--- src/rtl/power_sequencer.sv ---
// -----------------------------------------------------------------------------
// power_sequencer
//
// Central power-up / power-down controller for the PMIC. Brings the three
// supply stages up in order (S1, S2, S3), requiring each stage's good signal
// to stay high for SETTLE_CYCLES consecutive cycles before enabling the next
// one. Shuts the stages down in reverse order, with OFF_DELAY_CYCLES between
// disables, either on request or on a fault. After a fault it cools down for
// RETRY_DELAY_CYCLES and retries, up to MAX_RETRIES times, then locks out.
//
// Ports:
//   i_clk         system clock (4.16 MHz oscillator)
//   i_reset       synchronous, active-high reset
//   i_enable      level request: 1 = power up, 0 = orderly power down
//   i_s1Good      stage 1 all-rails-good
//   i_s2Good      stage 2 all-rails-good
//   i_s3Good      stage 3 all-rails-good
//   i_fault       OR of latched rail voltage/current faults
//   o_s1Enable    stage 1 supply enable
//   o_s2Enable    stage 2 supply enable
//   o_s3Enable    stage 3 supply enable
//   o_sysGood     high only in RUN
//   o_state       current state encoding (IDLE=0 .. LOCKOUT=7)
//   o_faultCode   last fault cause (1-3 stage timeout, 4 rail loss, 5 fault)
//   o_retryCount  automatic retries consumed
//   o_lockout     high in LOCKOUT
// -----------------------------------------------------------------------------
module power_sequencer #(
    parameter int unsigned SETTLE_CYCLES      = 4160000,
    parameter int unsigned TIMEOUT_CYCLES     = 8320000,
    parameter int unsigned OFF_DELAY_CYCLES   = 416000,
    parameter int unsigned RETRY_DELAY_CYCLES = 4160000,
    parameter int unsigned MAX_RETRIES        = 3
) (
    input  logic       i_clk,
    input  logic       i_reset,
    input  logic       i_enable,
    input  logic       i_s1Good,
    input  logic       i_s2Good,
    input  logic       i_s3Good,
    input  logic       i_fault,
    output logic       o_s1Enable,
    output logic       o_s2Enable,
    output logic       o_s3Enable,
    output logic       o_sysGood,
    output logic [2:0] o_state,
    output logic [2:0] o_faultCode,
    output logic [1:0] o_retryCount,
    output logic       o_lockout
);

    // The single timer serves the stage timeout, the shutdown gap and the
    // retry cooldown, so it is sized for the largest of the three.
    localparam int unsigned TMR_MAX_I =
        (TIMEOUT_CYCLES > RETRY_DELAY_CYCLES)
            ? ((TIMEOUT_CYCLES > OFF_DELAY_CYCLES) ? TIMEOUT_CYCLES : OFF_DELAY_CYCLES)
            : ((RETRY_DELAY_CYCLES > OFF_DELAY_CYCLES) ? RETRY_DELAY_CYCLES : OFF_DELAY_CYCLES);
    localparam int TMR_W = $clog2(TMR_MAX_I + 1);
    localparam int STL_W = $clog2(SETTLE_CYCLES + 1);

    localparam logic [TMR_W-1:0] TMR_MAX     = TMR_W'(TMR_MAX_I);
    localparam logic [TMR_W-1:0] TIMEOUT_T   = TMR_W'(TIMEOUT_CYCLES);
    localparam logic [TMR_W-1:0] OFF_T       = TMR_W'(OFF_DELAY_CYCLES);
    localparam logic [TMR_W-1:0] RETRY_T     = TMR_W'(RETRY_DELAY_CYCLES);
    localparam logic [STL_W-1:0] STL_MAX     = STL_W'(SETTLE_CYCLES);
    localparam logic [STL_W-1:0] SETTLE_T    = STL_W'(SETTLE_CYCLES);
    localparam logic [1:0]       MAX_RETRY_T = 2'(MAX_RETRIES);

    localparam logic [2:0] FC_NONE  = 3'd0;
    localparam logic [2:0] FC_RAIL  = 3'd4;
    localparam logic [2:0] FC_FAULT = 3'd5;

    typedef enum logic [2:0] {
        ST_IDLE     = 3'd0,
        ST_S1_UP    = 3'd1,
        ST_S2_UP    = 3'd2,
        ST_S3_UP    = 3'd3,
        ST_RUN      = 3'd4,
        ST_SHUTDOWN = 3'd5,
        ST_COOLDOWN = 3'd6,
        ST_LOCKOUT  = 3'd7
    } state_t;

    // Registered state
    state_t           r_state;
    logic [TMR_W-1:0] r_timer;
    logic [STL_W-1:0] r_settle;
    logic [2:0]       r_enable;      // bit 0 = stage 1 ... bit 2 = stage 3
    logic             r_sys_good;
    logic [2:0]       r_fault_code;
    logic [1:0]       r_retry;
    logic             r_lockout;
    logic             r_fault_flag;  // shutdown was caused by a fault

    // Next-state values
    state_t           w_state;
    logic [TMR_W-1:0] w_timer;
    logic [STL_W-1:0] w_settle;
    logic [2:0]       w_enable;
    logic [2:0]       w_fault_code;
    logic [1:0]       w_retry;
    logic             w_fault_flag;
    logic             w_go_fault;
    logic             w_go_down;
    logic [2:0]       w_code;

    // Shared helpers
    logic [TMR_W-1:0] w_timer_inc;
    logic [STL_W-1:0] w_settle_inc;
    logic [STL_W-1:0] w_settle_run;
    logic             w_stage_good;
    logic             w_settled;
    logic             w_timed_out;
    logic             w_all_good;

    // Counters saturate instead of wrapping.
    assign w_timer_inc  = (r_timer == TMR_MAX)  ? r_timer  : r_timer + TMR_W'(1);
    assign w_settle_inc = (r_settle == STL_MAX) ? r_settle : r_settle + STL_W'(1);

    // Good signal of the stage currently being brought up.
    assign w_stage_good = (r_state == ST_S1_UP) ? i_s1Good :
                          (r_state == ST_S2_UP) ? i_s2Good : i_s3Good;

    // Settle count after this edge: restarts on any low cycle of the good.
    assign w_settle_run = w_stage_good ? w_settle_inc : '0;
    assign w_settled    = (w_settle_run >= SETTLE_T);
    assign w_timed_out  = (w_timer_inc >= TIMEOUT_T);
    assign w_all_good   = i_s1Good & i_s2Good & i_s3Good;

    // Clears the highest stage enable that is currently set.
    function automatic logic [2:0] drop_highest(input logic [2:0] en);
        if (en[2])      return {1'b0, en[1:0]};
        else if (en[1]) return {2'b00, en[0]};
        else            return 3'b000;
    endfunction

    // NOTE: every signal written here gets a default first, so no path leaves
    // one unassigned and no latch is inferred.
    always_comb begin
        w_state      = r_state;
        w_timer      = r_timer;
        w_settle     = r_settle;
        w_enable     = r_enable;
        w_fault_code = r_fault_code;
        w_retry      = r_retry;
        w_fault_flag = r_fault_flag;
        w_go_fault   = 1'b0;
        w_go_down    = 1'b0;
        w_code       = FC_NONE;

        case (r_state)
            ST_IDLE: begin
                if (i_enable) begin
                    w_state  = ST_S1_UP;
                    w_enable = 3'b001;
                end
            end

            ST_S1_UP, ST_S2_UP, ST_S3_UP: begin
                w_timer  = w_timer_inc;
                w_settle = w_settle_run;
                if (i_fault) begin
                    w_go_fault = 1'b1;
                    w_code     = FC_FAULT;
                end else if (w_timed_out && !w_settled) begin
                    // A good that settles on the very edge the timeout
                    // expires still counts as settled in time.
                    w_go_fault = 1'b1;
                    // Timeout code equals the stage number, which is also
                    // the low bits of the Sn_UP encoding.
                    w_code     = {1'b0, r_state[1:0]};
                end else if (!i_enable) begin
                    w_go_down = 1'b1;
                end else if (w_settled) begin
                    case (r_state)
                        ST_S1_UP: begin
                            w_state  = ST_S2_UP;
                            w_enable = r_enable | 3'b010;
                        end
                        ST_S2_UP: begin
                            w_state  = ST_S3_UP;
                            w_enable = r_enable | 3'b100;
                        end
                        default: w_state = ST_RUN;
                    endcase
                end
            end

            ST_RUN: begin
                if (i_fault) begin
                    w_go_fault = 1'b1;
                    w_code     = FC_FAULT;
                end else if (!w_all_good) begin
                    w_go_fault = 1'b1;
                    w_code     = FC_RAIL;
                end else if (!i_enable) begin
                    w_go_down = 1'b1;
                end
            end

            ST_SHUTDOWN: begin
                // i_enable and i_fault are deliberately ignored here.
                w_timer = w_timer_inc;
                if (w_timer_inc >= OFF_T) begin
                    w_timer = '0;
                    if (r_enable != 3'b000) begin
                        w_enable = drop_highest(r_enable);
                    end else begin
                        w_state = r_fault_flag ? ST_COOLDOWN : ST_IDLE;
                    end
                end
            end

            ST_COOLDOWN: begin
                w_timer = w_timer_inc;
                if (w_timer_inc >= RETRY_T) begin
                    if (!i_enable) begin
                        w_state = ST_IDLE;
                    end else if (r_retry < MAX_RETRY_T) begin
                        w_retry      = r_retry + 2'd1;
                        w_fault_flag = 1'b0;
                        w_state      = ST_S1_UP;
                        w_enable     = 3'b001;
                    end else begin
                        w_state = ST_LOCKOUT;
                    end
                end
            end

            ST_LOCKOUT: begin
                w_enable = 3'b000;
                if (!i_enable) w_state = ST_IDLE;
            end

            default: w_state = ST_IDLE;
        endcase

        if (w_go_fault) begin
            w_fault_code = w_code;
            w_fault_flag = 1'b1;
        end

        // Fault or request both start the reverse-order shutdown; the highest
        // enable goes on the same edge.
        if (w_go_fault || w_go_down) begin
            w_state  = ST_SHUTDOWN;
            w_enable = drop_highest(r_enable);
        end

        if (w_state != r_state) begin
            w_timer  = '0;
            w_settle = '0;
        end

        if (w_state == ST_IDLE) begin
            w_enable     = 3'b000;
            w_fault_code = FC_NONE;
            w_retry      = 2'd0;
            w_fault_flag = 1'b0;
        end
    end

    // NOTE: state registers use non-blocking assignments so every register
    // samples the pre-edge values of the others, regardless of statement order.
    always_ff @(posedge i_clk) begin
        if (i_reset) begin
            r_state      <= ST_IDLE;
            r_timer      <= '0;
            r_settle     <= '0;
            r_enable     <= 3'b000;
            r_sys_good   <= 1'b0;
            r_fault_code <= FC_NONE;
            r_retry      <= 2'd0;
            r_lockout    <= 1'b0;
            r_fault_flag <= 1'b0;
        end else begin
            r_state      <= w_state;
            r_timer      <= w_timer;
            r_settle     <= w_settle;
            r_enable     <= w_enable;
            r_sys_good   <= (w_state == ST_RUN);
            r_fault_code <= w_fault_code;
            r_retry      <= w_retry;
            r_lockout    <= (w_state == ST_LOCKOUT);
            r_fault_flag <= w_fault_flag;
        end
    end

    assign o_s1Enable   = r_enable[0];
    assign o_s2Enable   = r_enable[1];
    assign o_s3Enable   = r_enable[2];
    assign o_sysGood    = r_sys_good;
    assign o_state      = r_state;
    assign o_faultCode  = r_fault_code;
    assign o_retryCount = r_retry;
    assign o_lockout    = r_lockout;

endmodule

--- config.mk ---
export PLATFORM = sky130hd
export DESIGN_NAME = power_sequencer
export DESIGN_NICKNAME = d
export VERILOG_FILES = /design/src/rtl/power_sequencer.sv
export SDC_FILE = /design/constraint.sdc
export NUM_CORES = 1
export LEC_CHECK = 0
export BUFFER_PORTS_ARGS = -buffer_cell sky130_fd_sc_hd__buf_2
export CAP_MARGIN = 10
export CORE_MARGIN = 5
export CORE_UTILIZATION = 25
export CTS_CLUSTER_SIZE = 8
export DETAILED_ROUTE_END_ITERATION = 6
export HOLD_SLACK_MARGIN = 0.15
export MAX_ROUTING_LAYER = met4
export PLACE_DENSITY = 0.45
export SYNTH_ARGS = -nofsm -noshare
export SYNTH_HDL_FRONTEND = slang
export SYNTH_SLANG_ARGS = --single-unit
export TNS_END_PERCENT = 10
--- constraint.sdc ---
create_clock -name i_clk -period 5.2 [get_ports i_clk]
set_input_delay 0.52 -clock i_clk [delete_from_list [all_inputs] [get_ports i_clk]]
set_output_delay 0.52 -clock i_clk [all_outputs]
set_load 0.01 [all_outputs]
==> results.yml <==
synthesis:
  synth_ff_type: "dfxtp_1"
  synth_top_area_cell: "dfxtp_1"
  synth_fp_nets: 585
  yosysMostFrequentCell: "dfxtp_1"
  ys_top_cells_by_area: "dfxtp_1 26%, a21oi_1 4.2%, nand2_1 4.1%"
  synth_common_cells: "59 x dfxtp_1, 49 x nand2_1, 42 x nor2_1"
  ys_warn_count: 0
  synth_area_per_cell_um2: 7.88
  synthCells: 573
  ys_async_sr_fraction: 0
  synth_top_area_share: 0.261
  synth-edff-count: 0
  synth-seq-area-share: 0.261
  synth_cell_types: 82
  yosys_register_bits: 59
  syn_area_mm2: 0.00452
final_layout:
  final_layout_size_suffix_gt1_frac: 0.212
  finalInstanceArea_mm2: 0.00493
  area_growth_pct: 9.22
  n_antenna_cell: 0
  nNetsFinal: 585
detailed_routing:
  drt-initial-drc-count: 251
  ant_nets: 0
  drt_pre_antenna_iters: 5
  num_vias: 4226
  viasPerCell: 5.25
  finalWirelength_mm: 12.6
  drc: 0
  wl_per_cell_um: 15.7
die:
  die_w_um: 144
  dieHeight_um: 144
  io_pins: 20
  core_area_mm2: 0.0179
  die-area_mm2: 0.0209
  row_count: 49
  initial_utilization: 0.252
timing:
  finalCriticalPeriod_ns: 4.27
  worst_slack_ns: 0.926
  max_slew_margin: 0.520
  timing.setup.tns_ns: 0
  setup_violations: 0
  tightest_slew_ns: 0.717
  fmax_mhz: 234
  fin_skew_ns: 0.00648
  hold_viol: 0
  grt_setup_unrepaired: "no"
  fin_crit_sh: 0.822
  finalMaxSlewViolations: 0
worst_setup_path:
  cp-start-kind: "flip-flop"
  crit_type: "reg2reg"
  crit_fanout: 36
  path_cells: "nand4_2 -> or4_1 -> o21a_1 -> o22ai_1 -> o21bai_2 -> a21oi_1 -> o31ai_1 -> nor3_4 -> o2111ai_4 -> buf_12 -> nor3b_1"
  cp_top_family: "compound AO/OA/AOI/OAI gates"
  worstPathRequired_ns: 5.41
  critPathMaxStageDelay_ns: 0.78
  worst-path-buf-inv: 1
  worstPathArrival_ns: 4.49
  cp_slowest_cell: "or4_1"
  end_kind: "flip-flop"
hold_path:
  hp-class: "in2reg"
clock_network:
  cts_buffers: 9
  clockRootBuffer: "clkbuf_16"
  cts_setup_buffers: 0
  cts_tree: "yes"
  clock_path_buffers: 2
  hold_buffers: 0
  cts_resized: 0
  worstSkewPairLatency_ns: 0.33
  cts_sinks: 59
  clkTransAtPathRegs_ns: 0.05
  cts_htree_levels: 3
grt:
  grt_pass1_vias: 3964
  grt_max_degree: 37
  grt_remaining_overflow: 0
  grt.total_usage: 0.128
  antenna_found_initial: 0
  grt_pass1_wl_mm: 20.9
power:
  p_int_w: 0.00103
  seq_power_share: 0.287
  switching_share: 0.411
  p_leak_nw: 1.48
  p_clk_frac: 0.294
  p_per_area_mw_per_mm2: 356
  vdd_drop_max_uv: 298
  p_sw_w: 0.000721
  finalPower_w: 0.00175
  pwr-share-comb: 0.419
placement:
  postPlaceCellArea_mm2: 0.00469
  hpwl_mm: 9.20
  routabilityCongestion: 0.857
  port_buffers: 19
  place_ws_ns: 0.987
outcome:
  outcome: "finished clean"
run:
  maxCapViolations: 0
-- sequential cells by signal (all words and copies together), names as in the netlist --
name          count
o_retryCount      2
r_enable          3
r_settle         22
o_faultCode       3
o_state           3
o_lockout         1
o_sysGood         1
r_fault_flag      1
r_timer          23
-- power by group through the flow --
stage / logic, W / registers, W / clock network [W]
2_1_floorplan: 0.000569 / 0.000517 / 0
3_3_place_gp: 0.000737 / 0.000510 / 0
3_5_place_dp: 0.000738 / 0.000511 / 0
4_1_cts: 0.000741 / 0.000502 / 0.000531
5_1_grt: 0.000807 / 0.000507 / 0.000551
6_report: 0.000736 / 0.000503 / 0.000516
-- path summary, 6_finish.rpt --
| path | depth (start not counted) | endpoint | slack, ns | startpoint |
|---|---|---|---|---|
| min | 2 | o_state[2] | 0.44 | i_reset |
| max reg2reg | 11 | r_settle[1] | 0.93 | r_timer[3] |
| min reg2reg | 2 | o_faultCode[1] | 0.50 | o_faultCode[1] |
| max | 11 | r_settle[1] | 0.93 | r_timer[3] |
-- stage by stage --
| stage | hold WS [ns] | utilization | instances |
|---|---|---|---|
| final | 0.444 | 0.276 | 805 |
| after global routing | 0.452 | 0.276 | 805 |
| after CTS | 0.433 | 0.276 | 805 |
| after detailed placement | 0.490 | 0.262 | 791 |
| after global placement | 0.467 | 0.262 | 791 |
| after floorplan | 0.460 | - | 573 |
-- placed cells by master, fill, tap and decap left out, drive strengths merged, types with 7 or more instances in the layout --
master	n
nor2b	9
nor4	24
nor3	31
xnor2	15
nand3	15
inv	12
a21oi	49
clkbuf	14
and3	8
o21ai	34
buf	28
dfxtp	59
nor2	71
o22ai	8
nand4	17
o31a	7
nand2	49
or3	12
xor2	7
a31oi	8
-- kinds of logic after synthesis --
kind of cell / share of synthesized area
buffers and inverters: 0.0739
XOR/XNOR: 0.0426
multiplexers: 0.0186
AND/OR/NAND/NOR: 0.356
adder cells (fa/ha/maj): 0.0138
flip-flops: 0.261
AO/OA/AOI/OAI: 0.233
-- worst reg2reg max path, cell delays in order, from the launching register on --
cell       delay [ns]
dfxtp_1          0.48
nand4_2          0.35
or4_1            0.79
o21a_1           0.23
o22ai_1          0.28
o21bai_2         0.22
a21oi_1          0.12
o31ai_1          0.60
nor3_4           0.14
o2111ai_4        0.51
buf_12           0.33
nor3b_1          0.10
-- layout make-up --
type                       count  area [um^2]
tap                          229          287
multi-input combinational    463         3000
fill                        1982        13000
clock buffer                  14          244
sequential                    59         1180
inverter                      12         45.0
timing repair buffer          28          175
-- per-layer routing --
metal | up-vias | GRT usage | wire [um]
met4 | 0 | 0.0540 | 203
li1 | 2124 | - | -
met3 | 17 | 0.0159 | 473
met2 | 95 | 0.197 | 5860
met5 | - | - | 0
met1 | 1990 | 0.170 | 6080
Power figures use the tool's default switching activity.
